## src/rtl/simd_alu_pipe.sv

```systemverilog
// simd_alu_pipe: two-stage lane-parallel ALU with valid/ready handshake and flush.
// Define SIMD_SATURATE_EN to build signed saturating add/sub for opcodes 12/13.
module simd_alu_pipe #(
  parameter int LANES  = 4,
  parameter int LANE_W = 8,
  parameter int TAG_W  = 5
) (
  input  logic                    clk,
  input  logic                    rst_n,
  input  logic                    in_valid,
  output logic                    in_ready,
  input  logic [3:0]              in_op,
  input  logic [LANES*LANE_W-1:0] in_s1,
  input  logic [LANES*LANE_W-1:0] in_s2,
  input  logic [TAG_W-1:0]        in_tag,
  input  logic                    flush,
  output logic                    out_valid,
  input  logic                    out_ready,
  output logic [LANES*LANE_W-1:0] out_data,
  output logic [LANES-1:0]        out_flags,
  output logic [TAG_W-1:0]        out_tag
);

  localparam int DW   = LANES * LANE_W;
  localparam int SH_W = $clog2(LANE_W);

  logic            s1_valid_q, s1_valid_d;
  logic [3:0]      s1_op_q, s1_op_d;
  logic [DW-1:0]   s1_a_q, s1_a_d;
  logic [DW-1:0]   s1_b_q, s1_b_d;
  logic [TAG_W-1:0] s1_tag_q, s1_tag_d;
  logic            s2_valid_q, s2_valid_d;
  logic [DW-1:0]   s2_data_q, s2_data_d;
  logic [LANES-1:0] s2_flags_q, s2_flags_d;
  logic [TAG_W-1:0] s2_tag_q, s2_tag_d;

  logic            s2_load;
  logic [DW-1:0]   alu_data;
  logic [LANES-1:0] alu_flags;
  logic [LANE_W:0] lane_res;

  // Returns {flag, result} for one lane; reserved opcodes give result 0, flag 1.
  function automatic logic [LANE_W:0] lane_op(input logic [3:0] op,
                                              input logic [LANE_W-1:0] a,
                                              input logic [LANE_W-1:0] b);
    logic [SH_W-1:0]   sh;
    logic              sel;
    logic [LANE_W:0]   res;
`ifdef SIMD_SATURATE_EN
    logic [LANE_W-1:0] sum;
    logic              b_eff_sign;
    logic              ovf;
`endif
    sh  = b[SH_W-1:0];
    sel = 1'b0;
    res = {1'b1, {LANE_W{1'b0}}};
    case (op)
      4'd0:  res = {1'b0, a} + {1'b0, b};
      4'd1:  res = {1'b0, a} - {1'b0, b};
      4'd2:  res = {1'b0, a & b};
      4'd3:  res = {1'b0, a | b};
      4'd4:  res = {1'b0, a ^ b};
      4'd5:  res = {1'b0, a << sh};
      4'd6:  res = {1'b0, a >> sh};
      4'd7:  res = {1'b0, $unsigned($signed(a) >>> sh)};
      4'd8:  begin sel = ($signed(a) <= $signed(b)); res = {sel, sel ? a : b}; end
      4'd9:  begin sel = ($signed(a) >= $signed(b)); res = {sel, sel ? a : b}; end
      4'd10: begin sel = (a <= b); res = {sel, sel ? a : b}; end
      4'd11: begin sel = (a >= b); res = {sel, sel ? a : b}; end
`ifdef SIMD_SATURATE_EN
      // Overflow only when effective operand signs agree and the result sign flips.
      4'd12, 4'd13: begin
        sum        = (op == 4'd12) ? a + b : a - b;
        b_eff_sign = (op == 4'd12) ? b[LANE_W-1] : ~b[LANE_W-1];
        ovf        = (a[LANE_W-1] == b_eff_sign) && (sum[LANE_W-1] != a[LANE_W-1]);
        if (ovf)
          res = a[LANE_W-1] ? {2'b11, {(LANE_W-1){1'b0}}} : {2'b10, {(LANE_W-1){1'b1}}};
        else
          res = {1'b0, sum};
      end
`endif
      default: res = {1'b1, {LANE_W{1'b0}}};
    endcase
    return res;
  endfunction

  always_comb begin
    lane_res  = '0;
    alu_data  = '0;
    alu_flags = '0;
    for (int i = 0; i < LANES; i++) begin
      lane_res = lane_op(s1_op_q, s1_a_q[i*LANE_W +: LANE_W], s1_b_q[i*LANE_W +: LANE_W]);
      alu_data[i*LANE_W +: LANE_W] = lane_res[LANE_W-1:0];
      alu_flags[i] = lane_res[LANE_W];
    end
  end

  // S1 may refill in the same cycle it hands off to S2, so there is no bubble.
  always_comb begin
    s2_load    = !s2_valid_q || out_ready;
    in_ready   = !s1_valid_q || s2_load;
    s1_valid_d = s1_valid_q;
    s1_op_d    = s1_op_q;
    s1_a_d     = s1_a_q;
    s1_b_d     = s1_b_q;
    s1_tag_d   = s1_tag_q;
    s2_valid_d = s2_valid_q;
    s2_data_d  = s2_data_q;
    s2_flags_d = s2_flags_q;
    s2_tag_d   = s2_tag_q;
    if (flush) begin
      s1_valid_d = 1'b0;
      s2_valid_d = 1'b0;
    end else begin
      if (s2_load) begin
        s2_valid_d = s1_valid_q;
        if (s1_valid_q) begin
          s2_data_d  = alu_data;
          s2_flags_d = alu_flags;
          s2_tag_d   = s1_tag_q;
        end
      end
      if (in_ready) begin
        s1_valid_d = in_valid;
        if (in_valid) begin
          s1_op_d  = in_op;
          s1_a_d   = in_s1;
          s1_b_d   = in_s2;
          s1_tag_d = in_tag;
        end
      end
    end
  end

  always_ff @(posedge clk) begin
    if (!rst_n) begin
      s1_valid_q <= 1'b0;
      s1_op_q    <= '0;
      s1_a_q     <= '0;
      s1_b_q     <= '0;
      s1_tag_q   <= '0;
      s2_valid_q <= 1'b0;
      s2_data_q  <= '0;
      s2_flags_q <= '0;
      s2_tag_q   <= '0;
    end else begin
      s1_valid_q <= s1_valid_d;
      s1_op_q    <= s1_op_d;
      s1_a_q     <= s1_a_d;
      s1_b_q     <= s1_b_d;
      s1_tag_q   <= s1_tag_d;
      s2_valid_q <= s2_valid_d;
      s2_data_q  <= s2_data_d;
      s2_flags_q <= s2_flags_d;
      s2_tag_q   <= s2_tag_d;
    end
  end

  assign out_valid = s2_valid_q;
  assign out_data  = s2_data_q;
  assign out_flags = s2_flags_q;
  assign out_tag   = s2_tag_q;

endmodule

```

## config.mk

```make
export PLATFORM = sky130hd
export DESIGN_NAME = simd_alu_pipe
export DESIGN_NICKNAME = d
export VERILOG_FILES = /design/src/rtl/simd_alu_pipe.sv
export SDC_FILE = /design/constraint.sdc
export NUM_CORES = 1
export LEC_CHECK = 0
export BUFFER_PORTS_ARGS = -buffer_cell sky130_fd_sc_hd__buf_4
export CORE_MARGIN = 8
export CORE_UTILIZATION = 35
export CTS_CLUSTER_SIZE = 8
export DETAILED_ROUTE_END_ITERATION = 8
export SLEW_MARGIN = 20
export SYNTH_ARGS = -nofsm -noshare
export SYNTH_HDL_FRONTEND = slang
export SYNTH_SLANG_ARGS = --single-unit
```

## constraint.sdc

```tcl
create_clock -name clk -period 6.2 [get_ports clk]
set_clock_uncertainty 0.1 [all_clocks]
set_input_delay 0.62 -clock clk [delete_from_list [all_inputs] [get_ports clk]]
set_output_delay 0.62 -clock clk [all_outputs]
set_load 0.005 [all_outputs]
```

After elaboration in Yosys (flattened, before gate mapping)
Cells that the tools add are included.
Cells by class
  bitwise gates (word level): 14
  equal/unequal tests: 11
  reductions and logical operators: 8
  shift operators: 12
  order comparisons: 16
  add/sub/neg operators: 8
  multiplexer cells: 20
Operators by type and width (number)
  9-bit one-hot mux with 12 select lines: 4
  8-bit two-way mux: 16
  8-bit >= comparator: 8
  8-bit less-or-equal comparator: 8
  8-bit by 8-bit adder with 9-bit output: 4
  8-bit by 8-bit subtractor with 9-bit output: 4
  8-bit AND: 4
  8-bit bitwise OR: 4
  8-bit by 3-bit left shift with 8-bit output: 4
  8-bit by 3-bit >> shifter with 8-bit output: 4
  8-bit by 3-bit >>> shifter with 8-bit output: 4
  8-bit XOR: 4
  4-bit by 3-bit equality test with 1-bit output (second input constant): 4
  4-bit equality test (second input constant): 4
  4-bit by 2-bit equality test with 1-bit output (second input constant): 2
  3-bit AND reduction: 2
  4-bit by 1-bit equality test with 1-bit output (second input constant): 1
  4-bit zero test: 1
  1-bit zero test: 2
  1-bit logical OR: 2
  1-bit NOT: 2
  2-bit OR reduction: 1
Word-level totals
  bits in registers: 116
  input bits: 78

Logic depth before layout (Yosys ltp)
  depth in word-level cells: 4
  gate-level depth with buffers: 13
  mapped depth without buffers: 12

Least setup slack after synthesis
Ideal clock, no wire load.
  path kind: flip-flop to flip-flop
  start point: register s1_b_q[16]
  end point: register s2_data_q[22] (netlist: out_data[22])
  data arrival time: 3366 ps
  required time: 5978 ps
  setup slack: 2612 ps
  stages on the path, launching flop included: 13
  buffers on the path: 2
  cell sequence: dfxtp_1 -> buf_2 -> clkbuf_1 -> inv_1 -> ha_1 -> or4_4 -> nor4_2 -> nor2_1 -> a311oi_2 -> a21boi_1 -> a311o_1 -> a22o_1 -> a221o_1
On the way
  longest elaborated chain between the ends: 3
  elaborated cells between the ends (all ways): 14
  those cells by class: add/sub (2); order compare (4); shift (3); mux (5)
RTL lines
  from (decl): RTL line 30  | logic [DW-1:0] s1_b_q, s1_b_d;
  from (signal assigned): RTL line 140  | s1_b_q <= '0;
  from (signal assigned): RTL line 150  | s1_b_q <= s1_b_d;
  8-bit >= comparator, or another cell as far along: RTL line 69  | 4'd11: begin sel = (a >= b); res = {sel, sel ? a : b}; end
  8-bit two-way mux, on equally long branches
  9-bit one-hot mux with 12 select lines *: RTL line 57  | case (op)
  to (signal assigned): RTL line 153  | s2_data_q <= s2_data_d;
  to (decl): RTL line 33  | logic [DW-1:0] s2_data_q, s2_data_d;
Every way passes the cells marked *; elsewhere a longest branch is shown, timed or not.
A chain may end at the register's enable or synchronous reset.

Worst setup path after layout
  start point: register s1_b_q[17]
  end point: register s2_data_q[22] (netlist: out_data[22])
Same word-level chain as after synthesis.

==> impl_metrics.toml <==
[synth]
ys_types = 80
synth_edf_count = 0
seq_area_frac_synth = 0.2045
synth_top_family_by_area = "compound AO/OA/AOI/OAI gates"
synthXorXnorAreaFrac = 0.006169
synth_compound_area_frac = 0.2920
avgSynthCellArea_um2 = 7.380
ys_ff_latch = 116
synth-async-reset-ratio = 0
ys_warn_count = 0
netlist_instances = 1539
synthAdderAreaFrac = 0.1243
syn_nets = 1725
synth-simple-area-share = 0.1987
synth_mux_area_frac = 0.1005
synth-main-ff-cell = "dfxtp_1"
netlist_area_um2 = 11360

[sta]
clock.fmax_mhz = 235.4
period_share = 0.6851
fin_crit_ps = 4248
setup_tns_ps = 0
finalHoldViolCount = 0
setup_ws_ps = 1952
max_slew.worst_pin.slew_ps = 1208
setup_viol = 0
rsz0062_at_grt = "false"
slew_headroom = 0.1947
drv_slew = 0

[cts]
clk_latency_ps = 440
ctsHoldBuffers = 0
htreeDepth = 4
cts.clk_slew.worst_paths_ps = 70
postCtsSetupBuffers = 0
cts_tree = "built"
clockBufferDepth = 2
cts_inserted_buffers = 17
cts_root_buffer = "clkbuf_16"
cts_resized = 0
cts_num_sinks = 116

[grt]
grt_first_pass_wirelength_um = 65580
grt_antenna_before_repair = 0
track_usage = 0.2141
grt.overflow.total = 0
grt_pass1_vias = 11521
grt_max_degree = 74

[critical_path]
slowest_delay_ps = 1010
worst-setup-path-type = "reg -> reg"
startpoint_type = "flip-flop"
worstPathRequired_ps = 6430
cp.buffers_inverters = 1
cp_top_family = "compound AO/OA/AOI/OAI gates"
path_cells = "inv_1 > ha_1 > o21bai_1 > a2111oi_2 > o21a_1 > o21ai_0 > nand2_1 > nand3_1 > a22o_1 > a221o_1"
end_kind = "flip-flop"
cp_max_fo = 28
worst_path_max_delay_cell = "dfxtp_1"
arrival_ps = 4480

[routing]
initialDrtViolationCount = 1187
dr_total_vias = 12027
wl_per_cell_um = 20.99
drt_wl_total_um = 42510
ant_nets = 0
drc = 0
drt_first_pass_iters = 6
vias_per_cell = 5.939

[final_layout]
nNetsFinal = 1756
post_layout_nonfiller_instances = 2025
drive_gt1_frac = 0.1440
multi_input_area_um2 = 8212
fillers = 3361
areaGrowthSynthToFinish_pct = 15.10
mostFrequentLayoutCells = "nand2_1 (269), a21oi_1 (182), buf_4 (141), dfxtp_1 (116), ha_1 (100)"
layout_commonest_cell = "nand2_1"
antennaDiodeCount = 0
seq_area_um2 = 2322

[die]
die_w_um = 196.1
initial_core_util = 0.3518
ios = 121
die_h_um = 196.1
fp-row-count = 66
dieArea_um2 = 38470
coreArea_um2 = 32290

[power]
p_per_area_nw_per_um2 = 191.1
power_leakage_nw = 5.012
vdd_drop_max_uv = 175.6

[place]
dp_cells = 1993
placement.io_buffers = 120
dp_hpwl_um = 29860
pre_cts_ws_ps = 2126
gp_congestion = 0.9319

[status]
outcome = "finished, final reports clean"

[min_path]
hold_path.class = "in -> reg"

[flow_run]
cap_violations = 0
-- final timing paths --
kind / startpoint / endpoint / slack [ps] / depth (start not counted)
max reg2reg: s1_b_q[17] / out_data[22] / 1950 / 10
min reg2reg: s1_tag_q[4] / out_tag[4] / 350 / 2
max: s1_b_q[17] / out_data[22] / 1950 / 10
min: in_valid / s1_valid_q / 310 / 3
-- metal layers --
layer	vias to the layer above	share of wire	GRT usage	wire, µm
li1	5644	-	-	-
met1	5769	0.43	0.2771	18410
met2	524	0.46	0.3398	19490
met3	90	0.074	0.04112	3155
met4	0	0.034	0.09994	1445
met5	-	0	0	0
-- logic make-up after synthesis --
kind of cell               after synthesis
AOI/OAI and AO/OA                      514
xor gates and xnor gates                 8
adders and majority gates              108
buffers and inverters                  218
DFF                                    116
muxes                                   69
and+or+nand+nor                        506
-- cell usage after synthesis (10+ instances only) --
cell | n | area [µm²]
and3_1 | 11 | 68.82
dfxtp_1 | 116 | 2322
nor2b_1 | 16 | 100.1
o22ai_1 | 10 | 62.56
o221ai_1 | 11 | 96.34
a211oi_1 | 24 | 180.2
nand2_1 | 269 | 1010
mux4_2 | 35 | 788.3
o31ai_1 | 11 | 82.58
nor3_1 | 26 | 130.1
a21o_1 | 21 | 157.7
clkbuf_1 | 108 | 405.4
and2_1 | 16 | 100.1
buf_1 | 11 | 41.29
o211ai_1 | 21 | 157.7
o21ai_0 | 90 | 450.4
inv_1 | 87 | 326.6
nand3_1 | 29 | 145.1
a221oi_1 | 22 | 192.7
a31oi_1 | 20 | 125.1
ha_1 | 100 | 1251
a21oi_1 | 182 | 910.9
nand4_1 | 11 | 68.82
o2111ai_1 | 14 | 122.6
mux2i_1 | 33 | 330.3
nor2_1 | 87 | 326.6
a22oi_1 | 18 | 135.1
-- worst min-delay path: stages --
cell and delay [ps]:
buf_4 90, a21oi_1 30, nor2_1 60
-- sequential cells by signal, summed over array words and instances (netlist names) --
signal      flops
out_tag         5
out_valid       1
out_data       32
s1_a_q         32
s1_tag_q        5
s1_op_q         4
s1_b_q         32
out_flags       4
s1_valid_q      1
-- area by class of cell --
type                    instances  area share
clock buffers                  19     0.03311
flip-flops and latches        116      0.1776
repair buffers                141     0.08096
clock inverters                13     0.01225
inverters                      89     0.02565
well taps                     442     0.04230
multi-input cells            1205      0.6281
-- power breakdown --
group | switching, mW | internal, mW | total, mW
Clock | 0.403 | 0.631 | 1.03
Combinational | 0.372 | 0.255 | 0.627
Sequential | 0.0669 | 0.771 | 0.838
Total | 0.842 | 1.66 | 2.50
-- metrics by stage --
| step | util | hold slack (ps) | total power, mW | cell area, µm² |
|---|---|---|---|---|
| floorplan | - | 332.1 | 1.274 | 11360 |
| global placement | 0.3865 | 337.8 | 1.462 | 12480 |
| detailed placement | 0.3865 | 344.8 | 1.468 | 12480 |
| CTS | 0.4049 | 298.6 | 2.505 | 13070 |
| global route | 0.4049 | 317.6 | 2.611 | 13070 |
| finish | 0.4049 | 314.0 | 2.499 | 13070 |
Note: power is estimated with default switching activity, not from simulation.
